`src/rtl/alu_divider.sv`:
```
// Iterative restoring divider for RV32 DIV/DIVU/REM/REMU, one quotient bit per clock.
// Optional abort port enabled by defining DIV_FLUSH_EN.
module alu_divider #(
    parameter int XLEN = 32
) (
    input  logic            clk,
    input  logic            rst_n,
    input  logic            in_valid,
    output logic            in_ready,
    input  logic [XLEN-1:0] in_a,
    input  logic [XLEN-1:0] in_b,
    input  logic            in_signed,
    input  logic            in_rem,
    output logic            out_valid,
    input  logic            out_ready,
    output logic [XLEN-1:0] out_data
`ifdef DIV_FLUSH_EN
    ,
    input  logic            flush
`endif
);

    localparam int CNT_W = $clog2(XLEN);
    localparam logic [XLEN-1:0] MIN_NEG = {1'b1, {(XLEN-1){1'b0}}};

    typedef enum logic [1:0] {
        IDLE = 2'd0,
        CALC = 2'd1,
        FIX  = 2'd2,
        DONE = 2'd3
    } state_t;

    state_t            state_q, state_d;
    logic [CNT_W-1:0]  cnt_q, cnt_d;
    logic [XLEN-1:0]   rem_q, rem_d;
    logic [XLEN-1:0]   quo_q, quo_d;
    logic [XLEN-1:0]   div_q, div_d;
    logic [XLEN-1:0]   data_q, data_d;
    logic              qneg_q, qneg_d;
    logic              rneg_q, rneg_d;
    logic              op_rem_q, op_rem_d;

    logic              flush_w;
`ifdef DIV_FLUSH_EN
    assign flush_w = flush;
`else
    assign flush_w = 1'b0;
`endif

    logic              accept;
    logic              a_neg, b_neg;
    logic [XLEN-1:0]   a_mag, b_mag;
    logic              div_zero, sgn_ovf;
    logic [XLEN:0]     shifted;
    logic [XLEN+1:0]   trial;
    logic              trial_ge;
    logic              unused_trial_bit;
    logic [XLEN-1:0]   fix_result;

    assign accept   = in_valid & in_ready & ~flush_w;
    assign a_neg    = in_signed & in_a[XLEN-1];
    assign b_neg    = in_signed & in_b[XLEN-1];
    assign a_mag    = a_neg ? (~in_a + 1'b1) : in_a;
    assign b_mag    = b_neg ? (~in_b + 1'b1) : in_b;
    assign div_zero = (in_b == '0);
    assign sgn_ovf  = in_signed & (in_a == MIN_NEG) & (in_b == '1);

    // Trial subtract as A + ~B + 1; the carry out of XLEN+1 bits means "no borrow".
    assign shifted          = {rem_q, quo_q[XLEN-1]};
    assign trial            = {1'b0, shifted} + {1'b0, ~{1'b0, div_q}} + (XLEN+2)'(1);
    assign trial_ge         = trial[XLEN+1];
    assign unused_trial_bit = trial[XLEN];

    always_comb begin
        fix_result = '0;
        if (op_rem_q) begin
            fix_result = rneg_q ? (~rem_q + 1'b1) : rem_q;
        end else begin
            fix_result = qneg_q ? (~quo_q + 1'b1) : quo_q;
        end
    end

    // NOTE: state registers use non-blocking assignments so every flop samples pre-edge values.
    always_ff @(posedge clk or negedge rst_n) begin
        if (!rst_n) begin
            state_q <= IDLE;
        end else begin
            state_q <= state_d;
        end
    end

    always_comb begin
        state_d = state_q;
        unique case (state_q)
            IDLE: if (accept) state_d = (div_zero | sgn_ovf) ? DONE : CALC;
            CALC: if (cnt_q == '0) state_d = FIX;
            FIX:  state_d = DONE;
            DONE: if (out_ready) state_d = IDLE;
            default: state_d = IDLE;
        endcase
        if (flush_w) state_d = IDLE;
    end

    always_comb begin
        in_ready  = (state_q == IDLE);
        out_valid = (state_q == DONE);
    end

    assign out_data = data_q;

    // NOTE: every next-state value is defaulted to its current value first so no latch is inferred.
    always_comb begin
        cnt_d    = cnt_q;
        rem_d    = rem_q;
        quo_d    = quo_q;
        div_d    = div_q;
        data_d   = data_q;
        qneg_d   = qneg_q;
        rneg_d   = rneg_q;
        op_rem_d = op_rem_q;
        if (!flush_w) begin
            unique case (state_q)
                IDLE: begin
                    if (accept) begin
                        if (div_zero) begin
                            data_d = in_rem ? in_a : '1;
                        end else if (sgn_ovf) begin
                            data_d = in_rem ? '0 : in_a;
                        end else begin
                            cnt_d    = CNT_W'(XLEN-1);
                            rem_d    = '0;
                            quo_d    = a_mag;
                            div_d    = b_mag;
                            qneg_d   = a_neg ^ b_neg;
                            rneg_d   = a_neg;
                            op_rem_d = in_rem;
                        end
                    end
                end
                CALC: begin
                    quo_d = {quo_q[XLEN-2:0], trial_ge};
                    rem_d = trial_ge ? trial[XLEN-1:0] : shifted[XLEN-1:0];
                    if (cnt_q != '0) cnt_d = cnt_q - CNT_W'(1);
                end
                FIX:     data_d = fix_result;
                default: ;
            endcase
        end
    end

    // NOTE: datapath registers are reset too, so out_data reads 0 rather than X after reset.
    always_ff @(posedge clk or negedge rst_n) begin
        if (!rst_n) begin
            cnt_q    <= '0;
            rem_q    <= '0;
            quo_q    <= '0;
            div_q    <= '0;
            data_q   <= '0;
            qneg_q   <= 1'b0;
            rneg_q   <= 1'b0;
            op_rem_q <= 1'b0;
        end else begin
            cnt_q    <= cnt_d;
            rem_q    <= rem_d;
            quo_q    <= quo_d;
            div_q    <= div_d;
            data_q   <= data_d;
            qneg_q   <= qneg_d;
            rneg_q   <= rneg_d;
            op_rem_q <= op_rem_d;
        end
    end

endmodule

```
`config.mk`:
```
export PLATFORM = sky130hd
export DESIGN_NAME = alu_divider
export DESIGN_NICKNAME = d
export VERILOG_FILES = /design/src/rtl/alu_divider.sv
export SDC_FILE = /design/constraint.sdc
export NUM_CORES = 1
export LEC_CHECK = 0
export CAP_MARGIN = 20
export CORE_MARGIN = 1
export CORE_UTILIZATION = 37
export CTS_CLUSTER_DIAMETER = 100
export CTS_CLUSTER_SIZE = 12
export DETAILED_ROUTE_END_ITERATION = 8
export GPL_TIMING_DRIVEN = 0
export SLEW_MARGIN = 40
export SYNTH_ARGS = -nofsm -noshare
export SYNTH_HDL_FRONTEND = slang
export SYNTH_SLANG_ARGS = --single-unit
```
`constraint.sdc`:
```
create_clock -name clk -period 7.18 [get_ports clk]
set_input_delay 1.436 -clock clk [delete_from_list [all_inputs] [get_ports clk]]
set_output_delay 1.436 -clock clk [all_outputs]
set_load 0.005 [all_outputs]
```
==> results.cfg <==
[synth]
synth_edf_count = 0
synth_cells = 1359
seq_area_frac_synth_pct = 31.02
synth_area_um2 = 11130
syn-num-nets = 1473
synthFlopType = dfrtp_1
synthArstFlopShare_pct = 100.0
ys_types = 73
synth-seq-cells = 138
syn_area_per_cell_um2 = 8.192
yosysWarnings = 0

[route]
drtIter0Drc = 829
drt_first_pass_iters = 5
post_drt_wl_per_cell_um = 20.45
avgViaCountPerCell = 5.763
vias = 10860
drc = 0
detail-route-antenna-nets = 0
wirelength_um = 38540

[power_and_ir_drop]
pwr-share-seq_pct = 25.9
p_leak_nw = 5.410
pwr-share-comb_pct = 57.9
powerDensity_nw_per_um2 = 421.6
p_int_mw = 2.951
power.ir.vdd_worst_mv = 0.2048
clkPwrFrac_pct = 16.1
p_sw_share_pct = 47.36
p_switching_mw = 2.654

[sta]
hold_violations = 0
fmax_mhz = 190.6
slew_headroom_pct = 44.32
period_share_pct = 73.09
worstMarginPinSlew_ns = 0.8352
setup_viol = 0
final.setup.worst_slack_ns = 1.932
fin_hold_ws_ns = 0.4795
post-route-min-period_ns = 5.248
grt_setup_unrepaired = no
drv_slew = 0
finClkSkew_ns = 0.01190

[critical_path]
crit_top_cell = clkbuf_1
end_kind = flop
cp.required_ns = 7.47
critical_path_class = input pin to flop
cp_slowest_cell = clkbuf_1
cp_max_fo = 10
path_cells = clkdlybuf4s50_1, or4_1, or3_1, nor4_2, a211o_1, buf_2, clkbuf_1, clkbuf_1, o21ai_0
cpPeakStageDelay_ns = 0.65
arrival_ns = 5.53
worstSetupStartpointType = input pin

[clocking]
clk_transition_reported_paths_ns = 0.07
root_buffer = clkbuf_16
cts_buffers = 17
cts_hold_buf = 0
numClockSinks = 138
cts_tree = yes
cts_max_level = 4
cts_setup_buffers = 0
clockBufferDepth = 2
cts_resized = 0
clk_latency_ns = 0.43

[finish]
stdcell_count = 1885
final_common_cell = dfrtp_1
final_nets = 1595
drive_above_1_share_pct = 5.288
syn2layout_area_growth_pct = 19.42
layout_common_cells = dfrtp_1 (138), nand2_1 (121), o21ai_0 (120)

[global_route]
grt.overflow.total = 0
grt_antenna_before_repair = 1
grt_first_pass_wirelength_um = 59580
grt_max_degree = 57
grtUsageTotal_pct = 25.09
first_global_vias = 10530

[floorplanning]
num_rows = 63
start_util_pct = 37.56
die_h_um = 175.5
fp.coreArea_um2 = 29640
chipWidth_um = 175.5
die_area_um2 = 30790
ios = 104

[place]
gp_congestion = 0.9327
port_buffers = 101
place_inst = 1852
dp_hpwl_um = 30290
place_ws_ns = 1.255

[hold_path]
hp-class = flop to flop

[outcome]
outcome = finished clean

[run]
cap_violations = 0
## registers in the layout (all words and copies together) (netlist names)
| signal | count |
|---|---|
| cnt_q | 5 |
| div_q | 32 |
| op_rem_q | 1 |
| out_data | 32 |
| qneg_q | 1 |
| quo_q | 32 |
| rem_q | 32 |
| rneg_q | 1 |
| state_q | 2 |
## final cells by class
cell class | instances | area (um^2)
fillers | 2994 | 16340
plain buffers | 82 | 357.8
clock buffers | 17 | 425.4
multi-input cells | 1072 | 7083
clock inverters | 15 | 162.7
repair buffers | 103 | 1071
well taps | 390 | 488.0
inverters | 67 | 251.5
diodes | 1 | 2.502
flip-flops and latches | 138 | 3453
## path summary, 6_finish.rpt
path,startpoint,to,slack (ns),cells after the start
hold / removal,div_q[22]$_DFFE_PN0P_,div_q[22]$_DFFE_PN0P_,0.48,2
setup reg to reg,div_q[1]$_DFFE_PN0P_,rem_q[6]$_DFFE_PN0P_,3.29,11
hold reg to reg,div_q[22]$_DFFE_PN0P_,div_q[22]$_DFFE_PN0P_,0.48,2
min in group asynchronous,rst_n,out_data[15]$_DFFE_PN0P_,0.85,1
max in group asynchronous,rst_n,rem_q[18]$_DFFE_PN0P_,5.76,2
setup / recovery,in_b[27],div_q[30]$_DFFE_PN0P_,1.93,9
## routing by layer
layer	vias up	track usage (%)	part of all wire (%)
met5	-	0	0
met4	0	10.58	3.5
met3	76	4.632	6.8
met2	463	40.48	45
met1	5131	32.87	45
li1	5194	-	-
## through the flow
| step | setup TNS, ns | area [um^2] | utilization, % | power, mW |
|---|---|---|---|---|
| 3_5_place_dp | 0 | 12700 | 42.84 | 4.661 |
| 2_1_floorplan | 0 | 11130 | - | 3.562 |
| 5_1_grt | 0 | 13290 | 44.85 | 5.991 |
| 4_1_cts | 0 | 13290 | 44.83 | 5.578 |
| 6_report | 0 | 13300 | 44.86 | 5.605 |
| 3_3_place_gp | -144.09 | 12630 | 42.62 | 4.614 |
## power groups by stage
stage	clock network, mW	registers (mW)	logic [mW]
finish	0.905	1.45	3.25
global placement	0	1.45	3.17
floorplan	0	1.36	2.20
global route	0.948	1.50	3.55
detailed placement	0	1.45	3.21
CTS	0.912	1.44	3.22
## cell families (layout without fill, tap and decap cells)
| family | Yosys count | after routing | share of synthesized area [%] |
|---|---|---|---|
| buffers and inverters | 149 | 284 | 5.473 |
| flip-flops | 138 | 138 | 31.02 |
| XOR/XNOR | 147 | 147 | 11.56 |
| multiplexers | 37 | 37 | 3.416 |
| adder cells (fa/ha/maj) | 66 | 66 | 6.990 |
| other | 0 | 1 | 0 |
| AND/OR/NAND/NOR | 402 | 402 | 17.41 |
| AO/OA/AOI/OAI | 420 | 420 | 24.13 |
## worst max-delay path, delay by kind of cell
family	cells	cell delay [ns]
compound gates	2	0.39
buf+inv	4	2.15
simple gates	3	1.55
## cells in the mapped netlist, drive strengths merged, types with 20 or more instances
cell / number / area, um^2
inv: 66 / 247.7
xnor2: 86 / 753.2
maj3: 22 / 220.2
nor3: 41 / 205.2
a21oi: 107 / 535.5
o31ai: 28 / 224.0
mux2i: 32 / 320.3
buf: 23 / 136.4
nor2: 118 / 442.9
a31oi: 23 / 143.9
o21ai: 123 / 615.6
xor2: 61 / 534.3
dfrtp: 138 / 3453
nand2: 121 / 454.2
clkbuf: 59 / 221.5
ha: 43 / 538.0
o211ai: 20 / 150.1
Note: power is estimated with default switching activity, not from simulation.
